[src/rtl/rv_regfile_wb.sv]
// rv_regfile_wb: integer register file with NSRC-way write-back mux and load/store address generation.
// Define RF_BYPASS_EN to overlap write-back with the next request and forward the result to it.
module rv_regfile_wb #(
  parameter int XLEN = 32,
  parameter int NREG = 32,
  parameter int NSRC = 4
) (
  input  logic                      clk,
  input  logic                      rst_n,
  input  logic                      req_valid,
  output logic                      req_ready,
  input  logic [$clog2(NREG)-1:0]   rs1_sel,
  input  logic [$clog2(NREG)-1:0]   rs2_sel,
  input  logic [$clog2(NREG)-1:0]   rd_sel,
  input  logic                      wb_en,
  input  logic [$clog2(NSRC)-1:0]   wb_src,
  input  logic [1:0]                ls_mode,
  input  logic [31:0]               instr,
  input  logic [NSRC*XLEN-1:0]      wb_data,
  output logic [XLEN-1:0]           rs1_data,
  output logic [XLEN-1:0]           rs2_data,
  output logic [XLEN-1:0]           addr,
  output logic                      opnd_valid,
  output logic                      wb_done,
  output logic                      busy
);
  typedef enum logic [1:0] {IDLE, READ, WB} state_t;
`ifdef RF_BYPASS_EN
  localparam bit BYP = 1'b1;
`else
  localparam bit BYP = 1'b0;
`endif
  state_t state, state_nx;
  logic [XLEN-1:0] regs [NREG];
  logic [XLEN-1:0] src [NSRC];
  logic [$clog2(NREG)-1:0] rd_q;
  logic [$clog2(NSRC)-1:0] wb_src_q;
  logic wb_en_q, accept, commit, fwd_on, unused_ok;
  logic [XLEN-1:0] wb_val, rs1_v, rs2_v, imm_l, imm_s;

  for (genvar k = 0; k < NSRC; k++) assign src[k] = wb_data[k*XLEN +: XLEN];

  assign wb_val    = src[wb_src_q];
  assign commit    = state == WB && wb_en_q && rd_q != '0;
  // Forwarding only matters for a request accepted while the previous result is still being committed
  assign fwd_on    = BYP && commit;
  assign accept    = req_valid && req_ready;
  assign rs1_v     = rs1_sel == '0 ? '0 : (fwd_on && rs1_sel == rd_q) ? wb_val : regs[rs1_sel];
  assign rs2_v     = rs2_sel == '0 ? '0 : (fwd_on && rs2_sel == rd_q) ? wb_val : regs[rs2_sel];
  assign imm_l     = {{(XLEN-12){instr[31]}}, instr[31:20]};
  assign imm_s     = {{(XLEN-12){instr[31]}}, instr[31:25], instr[11:7]};
  assign unused_ok = ^{instr[19:12], instr[6:0]};

  always_ff @(posedge clk or negedge rst_n)
    if (!rst_n) state <= IDLE;
    else state <= state_nx;

  always_comb begin
    state_nx = state == IDLE ? (req_valid ? READ : IDLE) :
               state == READ ? WB :
               (BYP && req_valid) ? READ : IDLE;
  end

  always_comb begin
    req_ready  = state == IDLE || (BYP && state == WB);
    opnd_valid = state == READ;
    busy       = state != IDLE;
  end

  always_ff @(posedge clk or negedge rst_n)
    if (!rst_n) begin
      rs1_data <= '0;
      rs2_data <= '0;
      addr     <= '0;
      wb_done  <= 1'b0;
      rd_q     <= '0;
      wb_en_q  <= 1'b0;
      wb_src_q <= '0;
    end else begin
      wb_done <= state == WB;
      if (accept) begin
        rd_q     <= rd_sel;
        wb_en_q  <= wb_en;
        wb_src_q <= wb_src;
        rs1_data <= rs1_v;
        rs2_data <= rs2_v;
        addr     <= ls_mode == 2'b01 ? imm_l + rs1_v : ls_mode == 2'b10 ? imm_s + rs1_v : addr;
      end
    end

  // Array is intentionally not reset; x0 is masked on read and never written
  always_ff @(posedge clk)
    if (commit) regs[rd_q] <= wb_val;
endmodule

[config.mk]
export PLATFORM = sky130hd
export DESIGN_NAME = rv_regfile_wb
export DESIGN_NICKNAME = d
export VERILOG_FILES = /design/src/rtl/rv_regfile_wb.sv
export SDC_FILE = /design/constraint.sdc
export NUM_CORES = 1
export LEC_CHECK = 0
export ABC_CLOCK_PERIOD_IN_PS = 4730
export CAP_MARGIN = 20
export CORE_MARGIN = 2
export CORE_UTILIZATION = 30
export DETAILED_ROUTE_END_ITERATION = 10
export PLACE_DENSITY = 0.45
export SYNTH_ARGS = -nofsm -noshare
export SYNTH_HDL_FRONTEND = slang
export SYNTH_SLANG_ARGS = --single-unit
[constraint.sdc]
create_clock -name clk -period 4.73 [get_ports clk]
set_clock_uncertainty 0.05 [all_clocks]
set_input_delay 0.946 -clock clk [delete_from_list [all_inputs] [get_ports clk]]
set_output_delay 0.946 -clock clk [all_outputs]
set_load 0.02 [all_outputs]
### Word level (Yosys, flattened, before mapping)

Memory sizes are Yosys's and may differ from the RTL's.
Index checks and enable logic that the tools add are counted.

| cells by class | value |
|---|---|
| add/subtract/negate cells | 2 |
| order comparisons | 1 |
| equality and inequality tests | 4 |
| mux-type cells | 12 |
| bitwise gates (word level) | 1 |
| reduce and logical (&&, ||, !) cells | 10 |

Operator list:

| kind | count |
|---|---|
| two-way mux 32 bit | 6 |
| adder 32 bit | 2 |
| binary-select mux 32 bit (select 2 bit) | 1 |
| logical NOT 5 bit | 2 |
| nonzero test 5 bit | 1 |
| equality test 2 x 1 -> 1 bit, second input constant | 2 |
| equality test 2 bit, second input constant | 2 |
| two-way mux 2 bit | 2 |
| nonzero test 2 bit | 2 |
| >= comparator 3 bit, second input constant | 1 |
| logical AND 1 bit | 3 |
| two-way mux 1 bit | 3 |
| NOT 2 -> 3 bit | 1 |
| logical NOT 2 bit | 1 |
| AND reduction 2 bit | 1 |

| storage, ports and cells | value |
|---|---|
| bits in registers | 107 |
| memory bits (writable) | 1024 |
| word-level logic and storage cells | 39 |
| memories kept | 1 |

Memories:

| memory | words | bits a word | read ports | clocked after Yosys merged registers in | write ports | line | source |
|---|---|---|---|---|---|---|---|
| regs | 32 | 32 | 2 | 0 | 1 | 34 | `logic [XLEN-1:0] regs [NREG];` |

### Logic depth before layout (Yosys ltp)

| depth | value |
|---|---|
| depth in word-level cells | 5 |
| mapped depth | 20 |
| depth with buffers taken out | 17 |

### Worst setup path after synthesis

OpenSTA, ideal clock, no wires.

| timing | value |
|---|---|
| path type | input port to flip-flop |
| start | in rs1_sel[0] |
| end | reg addr[30] |
| library setup time | 132 ps |
| data arrival time | 4748 ps |
| data required time | 4548 ps |
| slack | -200 ps |
| stages | 20 |
| buffers on the path | 3 |
| cell sequence | buf_2 -> clkbuf_1 -> buf_2 -> mux4_2 -> nor2_1 -> nor2_1 -> o22ai_1 -> nor3_1 -> ha_1 -> fa_1 -> a211oi_2 -> nor2_4 -> o22ai_2 -> o31a_4 -> o41ai_4 -> and2_4 -> a21oi_2 -> o31a_1 -> xor2_1 -> o21ai_1 |

| between the ends | value |
|---|---|
| longest elaborated chain between the ends | 5 |
| elaborated cells on any way between the ends | 7 |
| those cells by class | add/sub (2); mux (3); reduce/logical (1); memory (1) |

Ends and longest elaborated chain:

| element | line | source |
|---|---|---|
| from (decl) | 12 | `input logic [$clog2(NREG)-1:0] rs1_sel,` |
| memory (32 x 32 bit) / logical NOT 5 bit (equally long branches) | n/a |  |
| two-way mux 32 bit (*) | 48 | `assign rs1_v = rs1_sel == '0 ? '0 : (fwd_on && rs1_sel == rd_q) ? wb_val : regs[rs1_sel];` |
| named net rs1_v[0] | 39 | `logic [XLEN-1:0] wb_val, rs1_v, rs2_v, imm_l, imm_s;` |
| adder 32 bit | 87 | `addr <= ls_mode == 2'b01 ? imm_l + rs1_v : ls_mode == 2'b10 ? imm_s + rs1_v : addr;` |
| two-way mux 32 bit | 87 |  |
| two-way mux 32 bit (*) | 87 |  |
| to (signal assigned) | 87 |  |
| to (decl) | 22 | `output logic [XLEN-1:0] addr,` |

The timed path passes the listed nets; every way through them passes the cells marked *. The select of a mux whose other input is x is not followed.
A chain may end at the register's enable or synchronous reset.

### Worst setup path after layout

| timing | value |
|---|---|
| start | in rs1_sel[0] |
| end | reg addr[29] |

The elaborated chain is that of the path after synthesis.

==> summary.txt <==
GRT
  • GRT overflow: 0
  • Number of global-route vias before repair: 34573
  • Antenna violations before repair: 4
  • First-pass GRT wire length: between 200 and 300 mm
  • Total global-route track usage: about a fifth
  • Largest net degree at the start of global routing: about 70

Power and ir drop
  • Pwr Density: 413 nW/um2
  • Peak supply drop: 0.267 mV
  • LEAKAGE: ~0.022 uW

Place
  • GPL Wtd Cong: around 0.80
  • Pre-CTS setup slack: -646 ps
  • IO buf count: between 200 and 300
  • Post-placement cell area: a little over 60000 um2
  • DPL Wire Length: around 120 mm

STA
  • Count of pins over their slew limit: 0
  • Final Hold Vio Count: 0
  • Relative slew slack: between 20% and 30%
  • Final setup viols: 0
  • Min Tclk post-route: around 4500 ps
  • RSZ-0062 raised after global routing: no
  • Worst setup margin: 264 ps
  • Final period util: 94.4%
  • Worst-Margin Slew: ~1100 ps
  • Fmax: between 200 and 250 MHz

Setup path
  • R2R cell count: 18
  • Crit-path max cell delay: roughly 530 ps
  • CP cell instances: buf_8 > buf_12 > mux4_2 > mux2i_1 > o21ai_0 > o22ai_1 > nor3_1 > buf_4 > ha_1 > buf_4 > or3_1 > o211ai_1 > o31ai_2 > a31o_2 > a31oi_1 > o21bai_1 > a31oi_1 > xor2_1 > o21ai_0
  • CP max FO: 15
  • Critical path endpoint category: flip-flop
  • Crit path DAT: ~5100 ps
  • CP Launch Type: primary input
  • Slowest CP cell: mux4_2
  • Crit Path Class: primary input to flip-flop
  • Worst EP required: between 5000 and 6000 ps

Clock network
  • CTS Hold Buffers Added: 0
  • Skew-Pair Late Insertion Delay: ~780 ps
  • Maximum clock insertion buffer count: 3
  • Num CTS Buffers: 132
  • Clock sink count: roughly 1100
  • CTS tree: built
  • Clock transition at path regs: roughly 60 ps
  • CTS H-tree depth: 4
  • Clk root buf: clkbuf_16

Detailed routing
  • Via count: between 30000 and 40000
  • DRT iter0 DRCs: about 3400
  • Met2 wire length: between 90 and 100 mm
  • WL per Instance: ~31 um
  • Final wirelength: 195 mm
  • Met1 WL: 85.9 mm
  • Top layer in use: met4
  • Pre-antenna DRT Iters: 5
  • WL met3: approximately 11 mm
  • # DRC: 0
  • ANT nets after route: 0
  • Vias/cell: about 5.5

Die
  • Die H: between 400 and 500 um
  • Starting Density: 30.2%
  • Number of core rows: about 160
  • Die W: 428 um
  • Core ar.: approximately 180000 um2
  • Num ports: 283
  • Die Area: about 180000 um2

Synth
  • Synthesis-stage register bit count: 1131
  • Cell accounting for the most synthesized area: edfxtp_1
  • Synth top cells by count: edfxtp_1, mux4_2, nor2_1, mux2i_1, a21oi_1
  • Most frequent cell after synthesis: edfxtp_1
  • EDFF count, synth: 1024
  • Cells taking the most area after synthesis: edfxtp_1, mux4_2, dfrtp_1
  • Netlist cell types: 58
  • Ys async rst share: under 10%
  • Post-synth top area share: 57.1%
  • Yosys warns: 0
  • Avg Cell Area, Syn: around 16 um2
  • Post-synth top flop: edfxtp_1
  • Sequential area share after synthesis: 62.1%
  • Mapped Area: roughly 54000 um2
  • Synthesized instance count: around 3300

Final layout
  • Final non-filler cell area: about 66000 um2
  • Layout filler cell count: approximately 17000
  • Area Growth Syn to Fin: 23.2%
  • Post-layout util: between 30% and 40%
  • FF+latch area: roughly 33000 um2
  • Multi-input gate area: between 15000 and 20000 um2
  • Layout cells sized above 1: about 29%
  • Fin nets: between 4000 and 5000

Flow run
  • MaxCap Viol Count: 0

Hold path
  • Worst Hold Class: primary input to async pin

Outcome
  • Status: complete, no violations
worst paths after layout:
| kind | from | end | slack (ps) |
|---|---|---|---|
| min in group clk | state[1] | state[1] | 410 |
| worst max register to register | regs[19][1] | addr[29] | 540 |
| worst min register to register | state[1] | state[1] | 410 |
| worst max-delay path | rs1_sel[0] | addr[29] | 260 |
| worst min-delay path | rst_n | rs1_data[27] | 130 |
| max in group asynchronous | rst_n | rs2_data[30] | 3700 |
routing by layer:
metal	global-route usage, %	vias to the layer above
met5	0	-
met4	5.51	0
met3	2.91	246
met2	34.7	1175
met1	29.2	18360
li1	-	14545
metrics by stage:
step,TNS [ps],power [uW],hold slack [ps],std cells
global placement,-7670,17800,404,6034
global route,0,28500,174,6277
detailed placement,-7600,17800,407,6034
floorplan,-30.0,15200,388,3319
finish,0,27400,134,6279
CTS,0,27800,133,6277
cell usage in the layout, fill, tap and decap left out, types with 65 or more instances in the layout:
cell type	count
a21oi_1	207
buf_12	65
mux2_2	109
dfrtp_1	105
mux2i_1	255
edfxtp_1	1024
o22ai_1	94
buf_4	275
o21ai_0	161
mux4_2	419
nor2_1	232
nand2_1	83
clkbuf_16	136
clkdlybuf4s50_1	256
cell type report:
class | count | area share, %
timing repair buffer | 602 | 9.05
clock buffer | 173 | 5.43
clock inverter | 70 | 0.790
sequential | 1131 | 50.4
inverter | 7 | 0.0471
tap | 2355 | 4.44
antenna | 2 | 0.00754
multi-input combinational | 1939 | 29.9
timing repair:
item / 4_1_cts / 5_1_grt
setup buffers: 0 / 0
endpoints found under the setup margin: 0 / 3
gates resized for setup: 0 / 1
worst max-delay path, delay by kind of cell:
kind,cells,cell delay (ps)
fa+ha+maj,1,230
xor+xnor,1,150
simple gates,2,500
mux,2,730
compound gates,9,1650
buf+inv,4,790
sequential cells by signal, summed over array words and instances, names as in the netlist:
| register | count |
|---|---|
| addr | 32 |
| rd_q | 5 |
| regs | 1024 |
| rs1_data | 32 |
| rs2_data | 32 |
| state | 2 |
| wb_done | 1 |
| wb_en_q | 1 |
| wb_src_q | 2 |
logic make-up after synthesis:
| group | after synthesis | synth area share (%) |
|---|---|---|
| xor gates and xnor gates | 27 | 0.439 |
| AOI/OAI and AO/OA | 621 | 6.93 |
| muxes | 783 | 24.5 |
| buffers and inverters | 249 | 1.86 |
| other | 1 | 0.00696 |
| adders and majority gates | 33 | 0.781 |
| DFF | 1131 | 62.1 |
| and+or+nand+nor | 443 | 3.37 |
power breakdown:
part	total [uW]	switching [uW]	internal, uW	leakage (uW)
logic	5110	3070	2040	0.00992
clock network	9890	4280	5620	0.00201
registers	12400	308	12100	0.0105
Power figures use the tool's default switching activity.
